File: config.mk
export PLATFORM = sky130hd
export DESIGN_NAME = alu_io_stim
export DESIGN_NICKNAME = d
export VERILOG_FILES = /design/src/rtl/alu_io_stim.sv
export SDC_FILE = /design/constraint.sdc
export NUM_CORES = 1
export LEC_CHECK = 0
export CORE_ASPECT_RATIO = 1.1
export CORE_MARGIN = 2
export CORE_UTILIZATION = 40
export DETAILED_ROUTE_END_ITERATION = 16
export GPL_TIMING_DRIVEN = 0
export PLACE_DENSITY = 0.68
export SYNTH_ARGS = -nofsm -noshare
export SYNTH_HDL_FRONTEND = slang
export SYNTH_SLANG_ARGS = --single-unit
File: constraint.sdc
create_clock -name wb_clk_i -period 2.4 [get_ports wb_clk_i]
set_clock_uncertainty 0.1 [all_clocks]
set_input_delay 0.72 -clock wb_clk_i [delete_from_list [all_inputs] [get_ports wb_clk_i]]
set_output_delay 0.72 -clock wb_clk_i [all_outputs]
set_load 0.02 [all_outputs]
File: src/rtl/alu_io_stim.sv
// alu_io_stim: self-test stimulus generator and response compactor for the
// dual 4-bit ALU macro, controlled over a Wishbone classic slave port.
//
// Ports:
//   wb_clk_i, wb_rst_ni       clock, asynchronous active-low reset
//   wbs_stb_i/cyc_i/we_i      Wishbone request qualifiers
//   wbs_sel_i, wbs_dat_i      byte selects and write data
//   wbs_adr_i                 address, bits [3:2] select CTRL/COUNT/SIG/ERRS
//   wbs_ack_o, wbs_dat_o      one-cycle acknowledge and read data
//   stim_o                    {Sel2, Sel1, B1, A1, B0, A0} driven to the ALU
//   resp_i                    {Out1, Out2, x, Carry1, Carry2, y} from the ALU
//   busy_o, done_o            run in progress / sticky run-complete
module alu_io_stim #(
  parameter int unsigned RESP_LAT = 2,
  parameter logic [19:0] SEED     = 20'h5A5A5
) (
  input  logic        wb_clk_i,
  input  logic        wb_rst_ni,
  input  logic        wbs_stb_i,
  input  logic        wbs_cyc_i,
  input  logic        wbs_we_i,
  input  logic [3:0]  wbs_sel_i,
  input  logic [31:0] wbs_dat_i,
  input  logic [31:0] wbs_adr_i,
  output logic        wbs_ack_o,
  output logic [31:0] wbs_dat_o,
  output logic [19:0] stim_o,
  input  logic [14:0] resp_i,
  output logic        busy_o,
  output logic        done_o
);

  typedef enum logic [1:0] {
    ST_IDLE  = 2'd0,
    ST_RUN   = 2'd1,
    ST_DRAIN = 2'd2
  } state_t;

  localparam logic [31:0] MISR_POLY  = 32'h04C11DB7;
  localparam logic [3:0]  DRAIN_LAST = 4'(RESP_LAT - 1);

  state_t              state;
  logic [19:0]         lfsr;
  logic [15:0]         count_reg;
  logic [15:0]         run_cnt;
  logic [15:0]         vec_cnt;
  logic [3:0]          drain_cnt;
  logic [31:0]         misr;
  logic [15:0]         err_cnt;
  logic [RESP_LAT-1:0] vld_p;
  logic [RESP_LAT:0]   vld_shift;
  logic                fin_p1;

  logic        req;
  logic        wr_req;
  logic [1:0]  adr;
  logic        ctrl_wr;
  logic        start;
  logic        abort;
  logic        push;
  logic        sample;
  logic [31:0] rd_data;
  logic        unused_ok;

  function automatic logic [31:0] misr_step(input logic [31:0] m, input logic [14:0] d);
    return {m[30:0], 1'b0} ^ (m[31] ? MISR_POLY : 32'h0) ^ {17'b0, d};
  endfunction

  function automatic logic [15:0] sat_inc(input logic [15:0] c, input logic en);
    if (en && (c != 16'hFFFF))
      return c + 16'd1;
    return c;
  endfunction

  // x must equal Out1^Out2 and y must equal Carry1^Carry2
  function automatic logic resp_err(input logic [14:0] r);
    return (r[6:3] != (r[14:11] ^ r[10:7])) || (r[0] != (r[2] ^ r[1]));
  endfunction

  assign req     = wbs_stb_i & wbs_cyc_i & ~wbs_ack_o;
  assign wr_req  = req & wbs_we_i;
  assign adr     = wbs_adr_i[3:2];
  assign ctrl_wr = wr_req && (adr == 2'd0) && wbs_sel_i[0];
  // Abort has priority: a start with the abort bit set never launches a run
  assign start   = ctrl_wr && wbs_dat_i[0] && !wbs_dat_i[1] && (state == ST_IDLE);
  assign abort   = ctrl_wr && wbs_dat_i[1] && (state != ST_IDLE);
  assign push    = (state == ST_RUN) && !abort;
  assign sample  = vld_p[RESP_LAT-1] && !abort;

  assign vld_shift = {vld_p, push};
  assign unused_ok = ^{wbs_adr_i[31:4], wbs_adr_i[1:0], wbs_sel_i[3:2], wbs_dat_i[31:16]};

  always_comb begin
    rd_data = 32'h0;
    case (adr)
      2'd0:    rd_data = {30'b0, done_o, busy_o};
      2'd1:    rd_data = {16'b0, count_reg};
      2'd2:    rd_data = misr;
      default: rd_data = {16'b0, err_cnt};
    endcase
  end

  always_ff @(posedge wb_clk_i or negedge wb_rst_ni) begin
    if (!wb_rst_ni) begin
      wbs_ack_o <= 1'b0;
      wbs_dat_o <= '0;
      stim_o    <= '0;
      busy_o    <= 1'b0;
      done_o    <= 1'b0;
      state     <= ST_IDLE;
      lfsr      <= '0;
      count_reg <= '0;
      run_cnt   <= '0;
      vec_cnt   <= '0;
      drain_cnt <= '0;
      misr      <= '0;
      err_cnt   <= '0;
      vld_p     <= '0;
      fin_p1    <= 1'b0;
    end else begin
      // bus stage: ack and read data one edge after the request
      wbs_ack_o <= req;
      wbs_dat_o <= (req && !wbs_we_i) ? rd_data : 32'h0;
      if (wr_req && (adr == 2'd1)) begin
        if (wbs_sel_i[0]) count_reg[7:0]  <= wbs_dat_i[7:0];
        if (wbs_sel_i[1]) count_reg[15:8] <= wbs_dat_i[15:8];
      end

      // p0: vector launch, valid enters the response pipe with it
      stim_o <= push ? lfsr : 20'h0;
      vld_p  <= abort ? '0 : vld_shift[RESP_LAT-1:0];
      busy_o <= (state != ST_IDLE);
      fin_p1 <= (state == ST_DRAIN) && (drain_cnt == DRAIN_LAST) && !abort;
      if (fin_p1)
        done_o <= 1'b1;

      // p(RESP_LAT): response capture into the signature
      if (sample) begin
        misr    <= misr_step(misr, resp_i);
        err_cnt <= sat_inc(err_cnt, resp_err(resp_i));
      end

      case (state)
        ST_IDLE: begin
          if (start) begin
            done_o    <= 1'b0;
            lfsr      <= SEED;
            misr      <= '0;
            err_cnt   <= '0;
            vec_cnt   <= '0;
            drain_cnt <= '0;
            run_cnt   <= count_reg;
            state     <= (count_reg == 16'd0) ? ST_DRAIN : ST_RUN;
          end
        end
        ST_RUN: begin
          if (abort) begin
            state <= ST_IDLE;
          end else begin
            lfsr    <= {lfsr[18:0], lfsr[19] ^ lfsr[16]};
            vec_cnt <= vec_cnt + 16'd1;
            if (vec_cnt == run_cnt - 16'd1)
              state <= ST_DRAIN;
          end
        end
        ST_DRAIN: begin
          if (abort || (drain_cnt == DRAIN_LAST))
            state <= ST_IDLE;
          else
            drain_cnt <= drain_cnt + 4'd1;
        end
        default: state <= ST_IDLE;
      endcase
    end
  end

endmodule

Yosys cells after proc, flatten, opt, wreduce, memory -nomap -nowiden
Index checks and enable logic that the tools add are counted.

Bits in registers: 180. Bits of input ports: 88. Output and inout port bits: 55. Word-level logic and storage cells: 107.

Add/sub/neg operators: 4. Equal/unequal tests: 14. Muxes and demuxes: 33. Bitwise logic cells: 9. Reduce and logical (&&, ||, !) cells: 31.

Operator list (count): 2-to-1 mux 32 bit (4); 2-to-1 mux 16 bit (7); case mux 32 bit (3 select lines) (1); 2-to-1 mux 20 bit (3); case mux 20 bit (2 select lines) (1); adder 16 x 1 -> 16 bit, second input constant (2); case mux 16 bit (2 select lines) (1); XOR 32 x 15 -> 32 bit (1); XOR 32 x 27 -> 32 bit (1); 2-to-1 mux 27 bit (1); equality test 16 bit (1); logical NOT 16 bit (1); != test 16 bit, second input constant (1); subtractor 16 x 1 -> 16 bit, second input constant (1); logical AND 1 bit (14); 2-to-1 mux 2 bit (6); AND reduction 3 bit (3); 2-to-1 mux 4 bit (2); case mux 4 bit (2 select lines) (1); != test 2 bit, second input constant (3); case mux 2 bit (3 select lines) (1); AND reduction 2 bit (3); nonzero test 2 bit (3); 2-to-1 mux 1 bit (5); other kinds (15) (24).

Logic depth before layout (Yosys ltp)
Word-level depth: 14. Mapped depth: 9. Gate-level depth less buffers: 8.

Worst setup path after synthesis
Ideal clock, no wire load.

Path kind: input port to flip-flop. From: input wbs_adr_i[3]. To: register state[0]. Arrival time: 2489 ps. Data required time: 2161 ps. Slack: -328 ps. Cell stages on the path: 8. Cells stage by stage: nor4bb_1 > nand3_1 > nand2b_1 > inv_1 > o21ai_0 > nand3b_1 > o21ai_1 > or4b_1.

Cells in the longest elaborated chain, start to end: 8. Elaborated cells on any way between the ends: 15.

Ends and longest elaborated chain: from (decl) (RTL line 24) `input logic [31:0] wbs_adr_i,`; logical NOT 2 bit (*) (RTL line 83) `assign ctrl_wr = wr_req && (adr == 2'd0) && wbs_sel_i[0];`; logical AND 1 bit (*) (2 in a row) (RTL line 83); logical AND 1 bit, on equally long branches (2 in a row) (RTL line 86, 85); logical OR 1 bit / logical AND 1 bit (equally long branches) (RTL line 167, 85); != test 2 x 1 -> 1 bit (no line) / != test 2 bit (equally long branches); AND reduction 3 bit (no line); to (signal assigned) (RTL line 153) `state <= (count_reg == 16'd0) ? ST_DRAIN : ST_RUN;`; to (decl) (RTL line 42) `state_t state;`.

Every way passes the cells marked *; elsewhere a longest branch is shown, timed or not. A chain may end at the register's enable or synchronous reset.

Worst setup path in the final report
From: register run_cnt[6]. To: register state[0].

Cells in the longest elaborated chain, start to end: 4.

Ends and longest elaborated chain: from (decl) (RTL line 45) `logic [15:0] run_cnt;`; from (signal assigned) (RTL line 152) `run_cnt <= count_reg;`; subtractor 16 x 1 -> 16 bit (RTL line 162) `if (vec_cnt == run_cnt - 16'd1)`; equality test 16 bit (RTL line 162); != test 3 x 2 -> 1 bit (no line); AND reduction 3 bit (no line).

Every way passes these cells.

==> reports/summary.md <==
Synth
• 100% — Async SR Flop Fraction
• 777 — gate count of the mapped netlist
• 6.52% — multiplexer share of the synthesized area
• 0 — number of enable-type register cells in the synthesized netlist
• 8.67% — complex-gate fraction of the synthesized area
• 870 — number of nets produced by synthesis
• 0.757% — share of synthesized cell area in full adder, half adder and majority cells
• 18.4% — share of synthesized cell area in and, or, nand and nor gates
• 54.5% — sequential-to-total area share from yosys stat
• 180 — synthesis-stage register bit count
• 8.81% — xor and xnor area share after synthesis
• 0 — Yosys warning count
• sky130_fd_sc_hd__dfrtp_1 — Top FF cell, synth
• 8270 sq um — area of the mapped netlist
• simple AND/OR/NAND/NOR gates — largest family of logic cells by synthesized area
• 56 — Distinct cells, synth
• 10.6 sq um — average footprint of a synthesized cell

Route
• 21,200 um — Final Routed Wirelength
• 6,357 — routed vias
• 5 — Initial DRT Pass Iterations
• 0 — count of antenna-violating nets left after detailed routing
• 5.34 — vias per std cell
• 17.8 um — routed length per placed instance
• 445 — 1st-iter DRT viols
• 0 — DRC violations left

Setup path
• 7 — path length in cells of the critical path
• or3_1, buf_6, or4_4, a211o_1, a21oi_2, a21oi_2, or4b_1 — crit path cell chain
• run_cnt[6] — critical path startpoint
• flop — crit path capture type
• 5 — Crit Path Max Fanout
• 2.61 ns — data required time at the worst endpoint
• 2.85 ns — data arrival time of the critical path
• sky130_fd_sc_hd__a21oi_2 — Crit path top cell by count
• run_cnt[6] — critical register-to-register path startpoint
• 0.51 ns — largest stage delay on the critical path
• flop to flop — kind of critical path
• 1 — worst path buffer plus inverter count
• 7 — path depth of the worst reg2reg path
• simple AND/OR/NAND/NOR gates — kind of cell with the highest combined delay on the critical path
• flop — startpoint type of the worst setup path
• sky130_fd_sc_hd__or4b_1 — worst-path cell with the longest stage delay

Global routing
• 0 — number of antenna violations at the first check in global routing
• 0 — GR Overflow Total
• 6,379 — via count of the first global-routing pass
• 34,000 um — global-route wire length before repair
• 24.8% — global-route met1 utilization
• met2 — busiest grt layer
• 19.9% — overall track demand over capacity in global routing
• 105 — maximum number of pins on one net before global-route repair
• 34.6% — met2 usage in global routing
• 3.75% — GR Util met3

Layout
• 32.4% — relative area change from synthesis to final layout
• 21.2% — share of layout cells above drive strength 1
• misr: 32 flops, wbs_dat_o: 32 flops — Largest regs
• 0 — diode count
• 10,900 sq um — post-route standard cell area excluding fillers
• 1,190 — final std cells w/o fill
• 1,014 — layout net count
• 53.6% — final core utilization

Clock tree
• 0.08 ns — Clock Pin Slew Worst Setup and Hold Paths
• 0 — hold buffer count at cts
• 17 — cts bufs inserted
• 2 — maximum root-to-sink buffer count
• sky130_fd_sc_hd__clkbuf_16 — CTS root buf
• 4 — CTS H-Tree Depth
• 180 — number of clock sinks
• 0.44 ns — insertion delay to the later sink of the worst-skew pair
• yes — CTS tree

Job
• 0 — Max-Cap Viols

Pwr
• 33.4% — switching fraction of total power
• 4.93 nW — Leak Pwr
• 874 nW/um^2 — Power Density
• 44.5% — part of the total power dissipated in sequential elements
• 464 uV — Worst IR Drop VDD
• 0.00320 W — switching power of the nets
• 30.6% — proportion of power drawn by the clock network
• 25.0% — Gate power share
• 0.00637 W — P_int

Timing
• yes — RSZ-0062 raised after global routing
• 54.0% — worst slew margin relative to its limit
• 0 — Hold Fails Final Rpt
• 2 — final setup violation count
• 2.64 ns — post-layout min period
• 0.689 ns — pin slew with the least headroom to its limit
• 0 — number of slew-limit violations in the final report
• -0.243 ns — Total Neg Setup Slack
• 378 MHz — max frequency
• -0.243 ns — Setup WS post-layout
• 110% — Tcrit/Tclk final

Run status
• negative setup slack — violated checks
• complete, but fails checks — outcome

Placed design
• 14,300 um — HPWL reported at the end of detailed placement
• 94 — buffers added on ports
• 9660 sq um — area post-placement
• 0.841 — GP Congestion
• 1,128 — number of instances in the placed design

Floorplanning
• 21,800 sq um — DIE AREA
• 40.5% — initial core utilization
• 141 um — x dimension of the die
• 143 — number of top-level design ports
• 155 um — die boundary height
• 20,400 sq um — area of the core
• 55 — count of standard-cell rows

Min path
• input pin to asynchronous set/reset pin — min-delay worst type

-- final timing paths --
check                           endpoint  slack (ns)
min                        wbs_dat_o[20]        0.15
max                             state[0]       -0.24
max reg2reg                     state[0]       -0.24
min reg2reg                      lfsr[8]        0.37
min in group wb_clk_i            lfsr[8]        0.37
max in group asynchronous     run_cnt[9]        1.10
-- layout by cell type (no fill, tap or decap), types with 7 or more instances in the layout --
| cell type | Yosys | layout |
|---|---|---|
| sky130_fd_sc_hd__a211oi_1 | 10 | 10 |
| sky130_fd_sc_hd__a21o_1 | 10 | 10 |
| sky130_fd_sc_hd__a21oi_1 | 33 | 32 |
| sky130_fd_sc_hd__a22oi_1 | 14 | 14 |
| sky130_fd_sc_hd__and2_1 | 40 | 40 |
| sky130_fd_sc_hd__buf_4 | 0 | 28 |
| sky130_fd_sc_hd__buf_6 | 0 | 7 |
| sky130_fd_sc_hd__clkbuf_1 | 37 | 14 |
| sky130_fd_sc_hd__clkbuf_16 | 0 | 18 |
| sky130_fd_sc_hd__clkbuf_2 | 0 | 14 |
| sky130_fd_sc_hd__clkdlybuf4s50_1 | 0 | 74 |
| sky130_fd_sc_hd__dfrtp_1 | 180 | 177 |
| sky130_fd_sc_hd__dlygate4sd2_1 | 0 | 8 |
| sky130_fd_sc_hd__dlymetal6s2s_1 | 0 | 7 |
| sky130_fd_sc_hd__inv_1 | 10 | 7 |
| sky130_fd_sc_hd__mux2_2 | 43 | 43 |
| sky130_fd_sc_hd__nand2_1 | 89 | 88 |
| sky130_fd_sc_hd__nand3_1 | 16 | 14 |
| sky130_fd_sc_hd__nand4_1 | 14 | 14 |
| sky130_fd_sc_hd__nor2_1 | 68 | 65 |
| sky130_fd_sc_hd__nor3_1 | 15 | 8 |
| sky130_fd_sc_hd__nor4_1 | 15 | 7 |
| sky130_fd_sc_hd__nor4_4 | 1 | 8 |
| sky130_fd_sc_hd__o21ai_0 | 26 | 24 |
| sky130_fd_sc_hd__or3_1 | 9 | 7 |
| sky130_fd_sc_hd__xnor2_1 | 67 | 62 |
| sky130_fd_sc_hd__xor2_1 | 11 | 11 |
-- layer usage --
metal,share of wire [%],vias up
li1,-,2972
met3,4.1,33
met4,2.3,0
met2,51,165
met5,0,-
met1,42,3187
-- cell type report --
class	count	area, sq um
sequential	180	4510
multi-input combinational	545	3970
inverter	10	37.5
tap	256	320
buffer	41	260
clock buffer	17	425
fill	1742	9490
clock inverter	15	205
timing repair buffer	126	1220
-- cells by family after synthesis --
kind of cell	Yosys count
compound gates	113
xor+xnor	80
fa+ha+maj	5
buf+inv	52
flops	180
mux	46
simple gates	301
-- per-stage QoR --
stage	power, W	hold slack [ns]	setup slack (ns)
floorplan	0.00577	0.324	-0.129
global placement	0.00645	0.346	-7.01
detailed placement	0.00652	0.350	-1.17
CTS	0.00954	0.174	-0.244
global route	0.0101	0.194	-0.293
finish	0.00957	0.153	-0.243
-- cells in the mapped netlist, drive strengths merged, types with 15 or more instances --
library cell	number	share of area, %
nor4	17	1.5
nand2	89	4.0
mux2	43	5.9
o21ai	27	1.6
a21oi	34	2.1
nor2	68	3.1
xnor2	67	7.1
and2	40	3.0
dfrtp	180	54
nor3	15	0.91
clkbuf	37	1.7
nand3	16	0.97
-- repair_timing --
action / CTS / global route
endpoints found under the setup margin: 168 / 94
buffers inserted: 23 / 7
pin swaps: 27 / 32
gates resized for setup: 83 / 57
cloned: 1 / 0
-- power by group through the flow --
stage	Sequential [W]	Clock (W)	Combinational, W
final	0.00426	0.00293	0.00239
after global routing	0.00434	0.00309	0.00264
after floorplan	0.00416	0	0.00162
after global placement	0.00428	0	0.00217
after CTS	0.00424	0.00296	0.00233
after detailed placement	0.00430	0	0.00222
No activity file was read; power rests on OpenSTA's default activity.
